--- src/rtl/bus_share_pkg.sv ---
// Shared types and default sizes for the bus-share arbiter slice.
package bus_share_pkg;
    typedef enum logic {IDLE = 1'b0, GRANT = 1'b1} state_t;
    localparam int DEF_W     = 16;
    localparam int DEF_N_REQ = 4;
endpackage

--- src/rtl/bus_share_arbiter_if.sv ---
// Requester/downstream signal bundle; the arbiter sits on the slave modport.
interface bus_share_arbiter_if
    import bus_share_pkg::*;
#(
    parameter int N_REQ = DEF_N_REQ,
    parameter int W     = DEF_W
);
    logic [N_REQ-1:0]   req;
    logic [N_REQ*W-1:0] data;
    logic               ready;
    logic [N_REQ-1:0]   gnt;
    logic [2:0]         owner;
    logic [W-1:0]       O;
    logic               valid;

    modport slave  (input req, data, ready, output gnt, owner, O, valid);
    modport master (output req, data, ready, input gnt, owner, O, valid);
endinterface

--- src/rtl/bus_share_arbiter_rr_pick.sv ---
// Round-robin pick: rotate req so last_owner+1 sits at bit 0, find lowest set bit, rotate back.
module rr_pick
    import bus_share_pkg::*;
#(
    parameter int N_REQ = DEF_N_REQ
) (
    input  logic [N_REQ-1:0] req,
    input  logic [2:0]       last_owner,
    output logic             any,
    output logic [2:0]       next_idx
);
    logic [N_REQ-1:0] w_rot;
    logic [2:0]       w_enc;
    logic [3:0]       w_sum;

    // 3-bit wrap of last_owner+1 is harmless: 8 mod 8 == 0 shifts by zero
    assign w_rot = N_REQ'({req, req} >> (last_owner + 3'd1));
    assign any   = |req;

    always_comb begin
        w_enc = '0;
        for (int i = N_REQ - 1; i >= 0; i--) begin
            if (w_rot[i]) w_enc = 3'(i);
        end
    end

    assign w_sum    = {1'b0, last_owner} + 4'd1 + {1'b0, w_enc};
    assign next_idx = (w_sum >= 4'(N_REQ)) ? 3'(w_sum - 4'(N_REQ)) : w_sum[2:0];
endmodule

--- src/rtl/bus_share_arbiter.sv ---
// Round-robin sharing of one W-bit bus among N_REQ requesters, with a per-grant transfer cap.
module bus_share_arbiter
    import bus_share_pkg::*;
#(
    parameter int N_REQ    = DEF_N_REQ,
    parameter int W        = DEF_W,
    parameter int MAX_HOLD = 8
) (
    input  logic               clk,
    input  logic               reset,
    bus_share_arbiter_if.slave bus
);
    state_t           r_state;
    logic [N_REQ-1:0] r_gnt;
    logic [2:0]       r_owner;
    logic [2:0]       r_last;
    logic [7:0]       r_hold;

    logic             w_any;
    logic [2:0]       w_next;
    logic             w_own_req;
    logic [W-1:0]     w_own_data;
    logic             w_valid;
    logic             w_xfer;
    logic             w_release;

    rr_pick #(.N_REQ(N_REQ)) u_pick (
        .req        (bus.req),
        .last_owner (r_last),
        .any        (w_any),
        .next_idx   (w_next)
    );

    always_comb begin
        w_own_req  = 1'b0;
        w_own_data = '0;
        for (int k = 0; k < N_REQ; k++) begin
            if (r_owner == 3'(k)) begin
                w_own_req  = bus.req[k];
                w_own_data = bus.data[k*W +: W];
            end
        end
    end

    // Owner's word goes straight through; only the owner's lane can reach O
    assign w_valid   = (r_state == GRANT) && w_own_req;
    assign w_xfer    = w_valid && bus.ready;
    assign w_release = !w_own_req || (w_xfer && (r_hold == 8'(MAX_HOLD - 1)));

    assign bus.valid = w_valid;
    assign bus.O     = w_valid ? w_own_data : '0;
    assign bus.gnt   = r_gnt;
    assign bus.owner = r_owner;

    always_ff @(posedge clk) begin
        if (reset) begin
            r_state <= IDLE;
            r_gnt   <= '0;
            r_owner <= '0;
            r_hold  <= '0;
            r_last  <= 3'(N_REQ - 1);
        end else begin
            case (r_state)
                IDLE: begin
                    if (w_any) begin
                        r_state <= GRANT;
                        r_owner <= w_next;
                        for (int k = 0; k < N_REQ; k++) r_gnt[k] <= (w_next == 3'(k));
                    end
                end
                GRANT: begin
                    // Releasing through IDLE gives the one-cycle bubble and demotes the old owner
                    if (w_release) begin
                        r_state <= IDLE;
                        r_last  <= r_owner;
                        r_owner <= '0;
                        r_gnt   <= '0;
                        r_hold  <= '0;
                    end else if (w_xfer) begin
                        r_hold  <= r_hold + 8'd1;
                    end
                end
                default: r_state <= IDLE;
            endcase
        end
    end
endmodule

--- src/flat_wrapper.sv ---
// flat-port wrapper written by rule: the top's interface ports become plain ports
module bus_share_arbiter_flat import bus_share_pkg::*;
#(
    parameter int N_REQ    = DEF_N_REQ,
    parameter int W        = DEF_W,
    parameter int MAX_HOLD = 8
)
  (clk, reset, bus_req, bus_data, bus_ready, bus_gnt, bus_owner, bus_O, bus_valid);
  bus_share_arbiter_if #(.N_REQ(N_REQ), .W(W)) bus_i ();
  input  logic clk;
  input  logic reset;
  input wire logic [$bits(bus_i.req)-1:0] bus_req;
  input wire logic [$bits(bus_i.data)-1:0] bus_data;
  input wire logic [$bits(bus_i.ready)-1:0] bus_ready;
  output wire logic [$bits(bus_i.gnt)-1:0] bus_gnt;
  output wire logic [$bits(bus_i.owner)-1:0] bus_owner;
  output wire logic [$bits(bus_i.O)-1:0] bus_O;
  output wire logic [$bits(bus_i.valid)-1:0] bus_valid;
  assign bus_i.req = bus_req;
  assign bus_i.data = bus_data;
  assign bus_i.ready = bus_ready;
  assign bus_gnt = bus_i.gnt;
  assign bus_owner = bus_i.owner;
  assign bus_O = bus_i.O;
  assign bus_valid = bus_i.valid;
  bus_share_arbiter #(.N_REQ(N_REQ), .W(W), .MAX_HOLD(MAX_HOLD)) u_core (.clk(clk), .reset(reset), .bus(bus_i));
endmodule
--- config.mk ---
export PLATFORM = sky130hd
export DESIGN_NAME = bus_share_arbiter_flat
export DESIGN_NICKNAME = d
export VERILOG_FILES = /design/src/rtl/bus_share_pkg.sv /design/src/rtl/bus_share_arbiter_if.sv /design/src/rtl/bus_share_arbiter_rr_pick.sv /design/src/rtl/bus_share_arbiter.sv /design/src/flat_wrapper.sv
export SDC_FILE = /design/constraint.sdc
export NUM_CORES = 1
export LEC_CHECK = 0
export BUFFER_PORTS_ARGS = -buffer_cell sky130_fd_sc_hd__buf_4
export CORE_MARGIN = 2
export CORE_UTILIZATION = 35
export DETAILED_ROUTE_END_ITERATION = 7
export GPL_TIMING_DRIVEN = 0
export MAX_ROUTING_LAYER = met4
export PLACE_DENSITY = 0.73
export SYNTH_ARGS = -nofsm -noshare
export SYNTH_HDL_FRONTEND = slang
export SYNTH_HIERARCHICAL = 1
export SYNTH_SLANG_ARGS = --single-unit
--- constraint.sdc ---
create_clock -name clk -period 7.53 [get_ports clk]
set_input_delay 0.3765 -clock clk [delete_from_list [all_inputs] [get_ports clk]]
set_output_delay 0.3765 -clock clk [all_outputs]
set_load 0.03 [all_outputs]
==> impl_metrics.csv, run 1 <==
group,metric,value,unit
cells_and_area,nets,364,
min_path,min_to,"u_core/r_hold[0]",
route,avgRoutedWirePerCell,14.7,microns
route,viasPerCell,5.31,
sta,fin_setup_tns,0,ns
worst_setup_path,crit_start,"u_core/r_last[0]",
cts,cts.path.max_buffers,2,
worst_setup_path,r2r_slack,4.73,ns
pwr,power.density,193,nW/um^2
worst_setup_path,cp_max_fo,3,
yosys,ys_async_sr_fraction,0,
floorplan,die_w,74.5,microns
sta,tightestPinTransition,0.562,ns
cts,postCtsSetupBuffers,0,
placement,hpwlAfterDp,4.25,mm
placement,post_dp_cell_area,2520,sq um
yosys,syn_inst,190,
worst_setup_path,crit_required,7.68,ns
worst_setup_path,startpoint_type,"flip-flop",
yosys,synth_fp_nets,266,
sta,slew_viol_final,0,
cts,clock-sinks,19,
route,dr.pass1.iters,4,
route,route.vias.total,1879,
worst_setup_path,worstRegToRegCells,9,
sta,skew,0.00701,ns
yosys,syn-cell-area,1740,sq um
floorplan,core_area,4750,sq um
min_path,hp-class,"in2reg",
yosys,synth_flop_cell,"dfxtp_1",
sta,fin_crit,2.80,ns
cells_and_area,multi_input_area,1240,sq um
pwr,peakVddDrop,168,uV
cts,clock_latency,0.26,ns
cells_and_area,fillers,461,
pwr,p_leak,1.12,nW
yosys,ys_warn_count,6,
cts,cts_max_level,1,
sta,max_freq,357,MHz
min_path,holdPathStages,3,
global_route,grt_pass1_vias,1836,
cells_and_area,synthToLayoutAreaGrowth,47.6,%
worst_setup_path,cp.arrival,2.95,ns
cts,numCtsBuffers,3,
yosys,synth_edf_count,0,
sta,period_share,0.372,
floorplan,io-pin-count,95,
route,drtIter0Drc,48,
yosys,ys_seq_elements,19,
sta,timing.slew.headroom,0.626,
sta,final-setup-viol-count,0,
cells_and_area,regArea,380,sq um
placement,io_buffers,93,
worst_setup_path,endpoint_kind,"flip-flop",
min_path,hold_start,"bus_ready",
worst_setup_path,timing.rr.end,"u_core/bus.gnt[2]",
route,drt_wl_total,5.20,mm
global_route,grt_max_degree,12,
route,drc,0,
cts,post_cts_resized,0,
cells_and_area,final_util,0.540,
global_route,grt_usage,0.192,
global_route,grt_first_pass_wirelength,8.10,mm
floorplan,start_util,0.366,
cells_and_area,final_cell_count_no_fill,354,
cells_and_area,antennaDiodeCount,0,
flow_run,max_cap_violations,0,
global_route,grt_overflow_total,0,
placement,place_ws,4.82,ns
placement,place_inst,350,
route,ant_nets,0,
cts,cts_tree,"built",
placement,place_congestion,0.836,
floorplan,die-height,74.5,microns
cts,clk_pin_slew_worst_paths,0.08,ns
cts,cts_hold_buf,0,
run_status,status,"completed",
worst_setup_path,reg2reg_from,"u_core/r_last[0]",
sta,rsz0062_at_grt,"no",
sta,hold_violations,0,
yosys,avgSynthCellArea,9.15,sq um
global_route,antenna_found_initial,0,
cts,ctsRootBufferMaster,"clkbuf_8",
pwr,total_power,0.495,mW
sta,whs,0.435,ns
yosys,yosysUniqueCellTypes,47,
worst_setup_path,crit_type,"reg2reg",
floorplan,rows,25,
cells_and_area,finalInstanceArea,2570,sq um
cells_and_area,drive_gt1_frac,0.443,
yosys,synth-seq-area-share,0.219,
floorplan,die_area,5550,sq um
sta,setup_ws,4.73,ns
-- worst max path at each step --
stage	depth (start not counted)	slack (ns)	end
after floorplan	5	4.97	bus_O[0]
after global routing	9	4.66	u_core/bus.gnt[2]
final	9	4.73	u_core/bus.gnt[2]
after detailed placement	9	4.82	u_core/bus.gnt[2]
after global placement	9	4.86	u_core/bus.gnt[2]
after CTS	9	4.80	u_core/bus.gnt[2]
-- cell families (layout without fill, tap and decap cells) --
kind of cell / count (synthesis) / after routing / share of synthesized area
AO/OA/AOI/OAI: 45 / 45 / 0.189
XOR/XNOR: 2 / 2 / 0.0101
adder cells (fa/ha/maj): 5 / 5 / 0.0403
buffers and inverters: 24 / 121 / 0.0676
flip-flops: 19 / 19 / 0.219
multiplexers: 24 / 24 / 0.237
AND/OR/NAND/NOR: 71 / 71 / 0.237
-- report_power, final --
part / total (mW) / leakage (nW) / internal [mW] / switching [mW]
clock network: 0.0725 / 0.0255 / 0.0368 / 0.0356
logic: 0.303 / 0.939 / 0.142 / 0.161
registers: 0.119 / 0.155 / 0.112 / 0.00764
-- synthesized netlist by cell type (4+ instances only) --
cell	instances	share of area
mux2i_1	9	0.052
ha_1	4	0.029
and2_1	12	0.043
o21ai_0	7	0.020
nor2_1	9	0.019
a21oi_1	6	0.017
o22ai_1	6	0.022
nand2b_1	9	0.032
clkbuf_1	5	0.011
or3_1	6	0.022
a211oi_1	11	0.047
mux4_2	12	0.16
inv_1	9	0.019
dfxtp_1	19	0.22
buf_2	4	0.012
nand2_1	8	0.017
-- per-layer routing --
layer  wire (microns)  up-vias  share of wire  global-route usage
met2             2610       80           0.50               0.347
li1                 -      914              -                   -
met4               64        0          0.012              0.0536
met1             1970      877           0.38               0.206
met3              550        8           0.11              0.0474
met5                0        -              0                   -
-- sequential cells by signal, indices dropped and copies added (netlist names) --
signal and cells:
u_core/r_hold 8, u_core/bus.gnt 4, u_core/bus.owner 3, u_core/r_last 3, u_core/r_state 1
-- final cells by class --
cell class	instances	area share
multi-input combinational	147	0.483
timing repair buffer	93	0.272
sequential	19	0.148
tap	67	0.0327
buffer	14	0.0312
clock buffer	3	0.0161
inverter	10	0.0146
clock inverter	1	0.00195
-- worst max-delay path: stages (launching register included) --
cell      delay (ns)
dfxtp_1         0.35
ha_1            0.24
xor2_1          0.16
o31ai_1         0.46
mux2_4          0.36
fa_1            0.39
nor3b_1         0.43
nor3_1          0.13
nand3b_1        0.11
mux2i_1         0.07
-- cells in the final DEF, fill, tap and decap left out, types with 3 or more instances in the layout --
master	Yosys	final
or4_1	3	3
ha_1	4	4
o32ai_1	3	3
o22ai_1	6	6
buf_4	2	95
inv_1	9	9
nor2_1	9	9
mux2i_1	9	9
a21oi_1	6	6
nor2b_1	3	3
buf_2	4	4
dfxtp_1	19	19
nand2b_1	9	9
o31ai_1	3	3
a211oi_2	3	3
or3_1	6	6
nor3_1	3	3
a211oi_1	11	11
o21ai_0	7	7
mux4_2	12	12
nand2_1	8	8
clkbuf_8	0	3
nand3_1	3	3
and2_1	12	12
clkbuf_1	5	5
Power figures use the tool's default switching activity.
==> run 2, diff against run 1 <==
PLACE_DENSITY = 0.76   (was 0.73)
clock period = 2.57 ns   (was 7.53 ns; I/O delays follow)
==> run 2 against run 1 <==
  * Combinational power grew to 3.0 times the previous value
  * Sequential share of layout area shrank 0.061 points
  * Clock-buffer cell count grew 1
  * Worst hold slack lost 0.24 ns
  * First-iteration DRC count grew 33%
  * Sequential power grew to 3.0 times the previous value
  * Clock power grew to 2.9 times the previous value
  * Sequential cell count is the same
  * Non-clock buffer count is the same
  * Critical path type unchanged
  * Largest cell class unchanged
  * Clock skew shrank 0.0031 ns
  * Core utilization grew 0.58 points
  * Critical path depth is the same
==> impl_metrics.csv, run 2 (synthesis results as in run 1) <==
group,metric,value,unit
cts,postCtsSetupBuffers,0,
global_route,grt_usage,0.184,
cts,cts_max_level,1,
cells_and_area,finalInstanceArea,2590,sq um
sta,fin_setup_tns,0,ns
min_path,holdPathStages,3,
worst_setup_path,cpPeakStageDelay,0.37,ns
cells_and_area,synthToLayoutAreaGrowth,49.2,%
cts,ctsRootBufferMaster,"clkbuf_8",
pwr,power.density,568,nW/um^2
route,avgRoutedWirePerCell,14.8,microns
sta,whs,0.196,ns
cells_and_area,final_common_cell,"buf_4",
cells_and_area,mostFrequentLayoutCells,"95 x buf_4, 17 x dfxtp_1, 12 x mux4_2, 12 x and2_1, 11 x a211oi_1",
sta,max_freq,413,MHz
cells_and_area,largest_reg_flops,8,
placement,place_congestion,0.839,
route,route.vias.total,1892,
run_status,status,"completed",
cells_and_area,nets,364,
floorplan,core_area,4750,sq um
global_route,grt_overflow_total,0,
cts,cts.path.max_buffers,2,
floorplan,die-height,74.5,microns
floorplan,die_w,74.5,microns
pwr,power_switching_share,0.413,
worst_setup_path,crit_type,"reg2reg",
route,dr.pass1.iters,6,
pwr,pwr-share-seq,0.239,
floorplan,die_area,5550,sq um
min_path,min_to,"u_core/r_hold[1]",
sta,slew_viol_final,0,
sta,period_share,0.941,
worst_setup_path,worstPathCellList,"buf_6 > mux2_4 > or3_1 > mux2_4 > fa_2 > nor3b_4 > nor2_1 > nand3_1 > o32ai_1",
worst_setup_path,cp_max_fo,10,
pwr,p_leak,1.12,nW
cells_and_area,regMostFlops,"u_core/r_hold",
global_route,grt_pass1_vias,1768,
placement,hpwlAfterDp,4.26,mm
route,drt_wl_total,5.25,mm
pwr,power_frac_clock,0.141,
route,viasPerCell,5.34,
global_route,antenna_found_initial,0,
cts,numCtsBuffers,3,
worst_setup_path,cp_top_family,"simple AND/OR/NAND/NOR gates",
worst_setup_path,cp.arrival,2.54,ns
flow_run,max_cap_violations,0,
pwr,power_switching,0.609,mW
cells_and_area,drive_gt1_frac,0.463,
placement,place_inst,350,
worst_setup_path,endpoint_kind,"flip-flop",
worst_setup_path,critPathBufInv,1,
route,drtIter0Drc,64,
placement,post_dp_cell_area,2520,sq um
floorplan,start_util,0.366,
placement,io_buffers,93,
pwr,p_int,0.864,mW
sta,final-setup-viol-count,0,
worst_setup_path,reg2reg_from,"u_core/r_last[0]",
route,ant_nets,0,
worst_setup_path,worstRegToRegCells,9,
global_route,grt_first_pass_wirelength,7.84,mm
cts,cts_tree,"built",
pwr,comb_power_share,0.620,
pwr,peakVddDrop,420,uV
cts,clock_latency,0.25,ns
worst_setup_path,timing.rr.end,"u_core/bus.gnt[1]",
min_path,hp-class,"in2reg",
sta,skew,0.00387,ns
worst_setup_path,startpoint_type,"flip-flop",
sta,timing.slew.headroom,0.608,
sta,rsz0062_at_grt,"no",
cells_and_area,final_cell_count_no_fill,354,
worst_setup_path,crit_top_cell,"mux2_4",
worst_setup_path,crit_required,2.69,ns
cells_and_area,antennaDiodeCount,0,
floorplan,rows,25,
route,drc,0,
sta,hold_violations,0,
global_route,grt_max_degree,11,
floorplan,io-pin-count,95,
cts,cts_hold_buf,0,
cts,clk_pin_slew_worst_paths,0.07,ns
worst_setup_path,r2r_slack,0.15,ns
cts,clock-sinks,19,
sta,fin_crit,2.42,ns
min_path,hold_start,"bus_ready",
sta,tightestPinTransition,0.588,ns
worst_setup_path,cpMaxStageDelayCell,"fa_2",
==> run 2: changes by cell type in the layout (fill, tap and decap cells not counted), sizes merged <==
cell    previous run  this run
clkbuf             8         9
clkinv             1         0
==> run 2: per-stage QoR <==
| stage | setup WS, ns | power (mW) | util |
|---|---|---|---|
| after CTS | 0.0246 | 1.47 | 0.542 |
| final | 0.152 | 1.47 | 0.546 |
| after detailed placement | -0.147 | 1.25 | 0.530 |
| after global placement | -0.0901 | 1.24 | 0.530 |
| after global routing | 0.0434 | 1.57 | 0.546 |
| after floorplan | 0.164 | 0.968 | - |
==> run 2: power by group through the flow <==
stage          clock, mW  sequential [mW]  combinational [mW]
2_1_floorplan          0            0.395               0.573
5_1_grt            0.225            0.356               0.989
4_1_cts            0.212            0.350               0.904
3_5_place_dp           0            0.357               0.895
3_3_place_gp           0            0.355               0.881
6_report           0.208            0.352               0.913
==> run 2: what timing repair did <==
| action | in CTS | in global routing |
|---|---|---|
| pin swaps | 0 | 2 |
| endpoints found under the setup margin | 5 | 5 |
| resized for setup | 2 | 6 |
==> run 2: worst reg2reg max path, cell delays in order (launching register included) <==
cell	delay, ns
dfxtp_2	0.36
buf_6	0.14
mux2_4	0.31
or3_1	0.33
mux2_4	0.28
fa_2	0.37
nor3b_4	0.25
nor2_1	0.07
nand3_1	0.10
o32ai_1	0.08
==> run 2: cell type report <==
| type | instances | area, sq um |
|---|---|---|
| buffer | 14 | 80.1 |
| tap | 67 | 83.8 |
| fill | 461 | 2160 |
| timing repair buffer | 93 | 698 |
| inverter | 10 | 37.5 |
| multi-input combinational | 147 | 1270 |
| sequential | 19 | 383 |
| clock buffer | 4 | 45.0 |
==> run 2: per-layer routing <==
metal	GRT usage	wire length [microns]	up-vias
met2	0.318	2580	74
met3	0.0420	472	6
met1	0.213	2140	901
met5	-	0	-
met4	0.0516	66	0
li1	-	-	911
==> run 2: worst max path at each step <==
stage                     start                end  slack (ns)  cells after the start
3_3_place_gp   u_core/r_last[0]  u_core/bus.gnt[2]       -0.09                      9
2_1_floorplan  u_core/r_last[0]  u_core/bus.gnt[1]        0.16                      9
6_report       u_core/r_last[0]  u_core/bus.gnt[1]        0.15                      9
3_5_place_dp   u_core/r_last[1]  u_core/bus.gnt[3]       -0.15                      9
4_1_cts        u_core/r_last[0]  u_core/bus.gnt[3]        0.02                      9
5_1_grt        u_core/r_last[1]  u_core/bus.gnt[1]        0.04                     10
==> run 3, diff against run 2 <==
PLACE_DENSITY = 0.75   (was 0.76)
SYNTH_HIERARCHICAL = unset   (was 1)
==> run 3 against run 2 <==
  * Register-to-register slack worse by 0.04 ns
  * Fmax is 1.7% lower
  * Clock skew hardly changed
  * Non-clock buffer count stayed put
  * Synthesized cell count stayed put
  * Total power is 3.8% lower
  * Combinational power is 6.7% lower
  * Critical endpoint is now u_core.bus.gnt[3]
  * Highest routed layer unchanged
==> impl_metrics.csv, run 3 <==
group,metric,value,unit
cells_and_area,synthToLayoutAreaGrowth,46.6,%
pwr,power.density,525,nW/um^2
route,dr.pass1.iters,4,
sta,setup_ws,0.109,ns
worst_setup_path,cp.arrival,2.64,ns
worst_setup_path,critPathBufInv,2,
yosys,ys_seq_elements,19,
yosys,yosysTopAreaCell,"dfxtp_1",
cts,postCtsSetupBuffers,0,
worst_setup_path,reg2reg_from,"u_core.r_last[0]",
yosys,avgSynthCellArea,9.68,sq um
yosys,syn-cell-area,1840,sq um
worst_setup_path,timing.rr.end,"u_core.bus.gnt[3]",
global_route,grt_overflow_total,0,
yosys,ys_warn_count,0,
worst_setup_path,cp_top_family,"compound AO/OA/AOI/OAI gates",
floorplan,die_area,5850,sq um
cells_and_area,largest_reg_flops,8,
cts,cts_tree,"built",
flow_run,max_cap_violations,0,
cells_and_area,final_util,0.531,
floorplan,core_area,5070,sq um
yosys,syn_inst,190,
worst_setup_path,cpMaxStageDelayCell,"fa_1",
cts,clock_latency,0.26,ns
route,drtIter0Drc,135,
cts,cts.path.max_buffers,2,
worst_setup_path,path_depth,8,
sta,rsz0062_at_grt,"no",
worst_setup_path,worstPathCellList,"buf_6 > inv_1 > a211o_2 > or2_2 > mux2_2 > fa_1 > nand3b_1 > o221ai_1",
cells_and_area,antennaDiodeCount,0,
placement,place_congestion,0.786,
cells_and_area,regMostFlops,"u_core.r_hold",
cells_and_area,mostFrequentLayoutCells,"95 x buf_4, 18 x dfxtp_1, 17 x and3_1",
pwr,p_leak,1.16,nW
cells_and_area,finalInstanceArea,2700,sq um
worst_setup_path,crit_start,"u_core.r_last[0]",
global_route,grt_max_degree,11,
floorplan,die-height,76.5,microns
cells_and_area,drive_gt1_frac,0.490,
yosys,yosysMostFrequentCell,"dfxtp_1",
pwr,peakVddDrop,286,uV
worst_setup_path,crit_type,"reg2reg",
cells_and_area,final_common_cell,"buf_4",
cts,post_cts_resized,1,
sta,final-setup-viol-count,0,
yosys,yosysUniqueCellTypes,56,
sta,fin_crit,2.46,ns
route,route.vias.total,1923,
sta,period_share,0.958,
min_path,hp-class,"in2reg",
global_route,grt_pass1_vias,2000,
sta,tightestPinTransition,0.497,ns
floorplan,die_w,76.5,microns
yosys,synth_top_cells_by_count,"19 x dfxtp_1, 17 x and3_1, 15 x mux4_2",
global_route,antenna_found_initial,0,
route,drc,0,
placement,hpwlAfterDp,4.29,mm
yosys,synth_fp_nets,266,
yosys,synthTopCellsByArea,"dfxtp_1 21%, mux4_2 18%, and3_1 5.8%",
route,avgRoutedWirePerCell,15.0,microns
cts,numCtsBuffers,3,
yosys,synth_edf_count,0,
floorplan,start_util,0.362,
route,drt_wl_total,5.36,mm
worst_setup_path,r2r_slack,0.11,ns
route,ant_nets,0,
yosys,synth-seq-area-share,0.207,
cts,clk_pin_slew_worst_paths,0.08,ns
floorplan,io-pin-count,95,
floorplan,rows,26,
worst_setup_path,timing.critical_path.to,"u_core.bus.gnt[3]",
cts,cts_hold_buf,0,
cts,cts_max_level,1,
sta,hold_violations,0,
cells_and_area,nets,365,
placement,place_ws,-0.0655,ns
sta,timing.slew.headroom,0.659,
sta,fin_setup_tns,0,ns
cts,ctsRootBufferMaster,"clkbuf_8",
placement,io_buffers,94,
sta,slew_viol_final,0,
route,viasPerCell,5.37,
pwr,total_power,1.42,mW
worst_setup_path,cp_max_fo,10,
yosys,synth_flop_cell,"dfxtp_1",
cts,clock-sinks,19,
run_status,status,"completed",
yosys,ys_async_sr_fraction,0,
worst_setup_path,worstRegToRegCells,8,
sta,max_freq,406,MHz
worst_setup_path,crit_required,2.75,ns
worst_setup_path,endpoint_kind,"flip-flop",
sta,skew,0.00405,ns
worst_setup_path,cpPeakStageDelay,0.50,ns
worst_setup_path,startpoint_type,"flip-flop",
placement,post_dp_cell_area,2630,sq um
yosys,netlist.area_leader.share,0.207,
global_route,grt_usage,0.192,
global_route,grt_first_pass_wirelength,9.03,mm
-- run 3: cell types whose count changed in the layout (fill, tap and decap cells not counted), sizes merged, moves of 5 or more --
cell / delta
and2: -11
o221ai: +5
and3: +16
nand2: +5
a211oi: -14
-- run 3: routing by layer --
layer	vias to the layer above	routed length, microns	global-route usage	share of wire
met4	0	72	0.0418	0.013
met5	-	0	-	0
met2	63	2860	0.340	0.53
met3	10	242	0.0379	0.045
met1	913	2190	0.226	0.41
li1	937	-	-	-
-- run 3: layout make-up --
class                           count  area [sq um]
Buffer                             13          85.1
Clock buffer                        4          45.0
Fill cell                         510          2380
Inverter                            6          22.5
Multi-Input combinational cell    152          1370
Sequential cell                    19           382
Tap cell                           70          87.6
Timing Repair Buffer               94           706
-- run 3: where the power goes --
| group | leakage, nW | internal [mW] | switching (mW) |
|---|---|---|---|
| Combinational | 0.979 | 0.419 | 0.433 |
| Clock | 0.0228 | 0.111 | 0.107 |
| Sequential | 0.154 | 0.323 | 0.0248 |
| Total | 1.16 | 0.853 | 0.564 |
-- run 3: worst min-delay path, delay by kind of cell --
family                 cells  cell delay [ns]
buffers and inverters      1             0.12
and+or+nand+nor            1             0.10
AOI/OAI and AO/OA          1             0.07
-- run 3: through the flow --
step | std cells | hold WS (ns)
6_report | 358 | 0.212
5_1_grt | 358 | 0.239
4_1_cts | 358 | 0.215
3_5_place_dp | 354 | 0.491
3_3_place_gp | 354 | 0.472
2_1_floorplan | 190 | 0.321
-- run 3: logic make-up after synthesis --
kind of cell | after synthesis | synth area share
mux | 24 | 0.244
xor+xnor | 1 | 0.00476
compound gates | 36 | 0.159
fa+ha+maj | 5 | 0.0381
simple gates | 86 | 0.291
flops | 19 | 0.207
buf+inv | 19 | 0.0565
-- run 3: worst min path at each step --
stage	startpoint	to	depth (start not counted)
finish	reset	u_core.r_hold[3]	3
global route	reset	u_core.r_hold[2]	3
CTS	reset	u_core.r_hold[3]	3
detailed placement	u_core.r_hold[0]	u_core.r_hold[0]	2
global placement	u_core.r_hold[0]	u_core.r_hold[0]	2
floorplan	reset	u_core.r_hold[3]	2
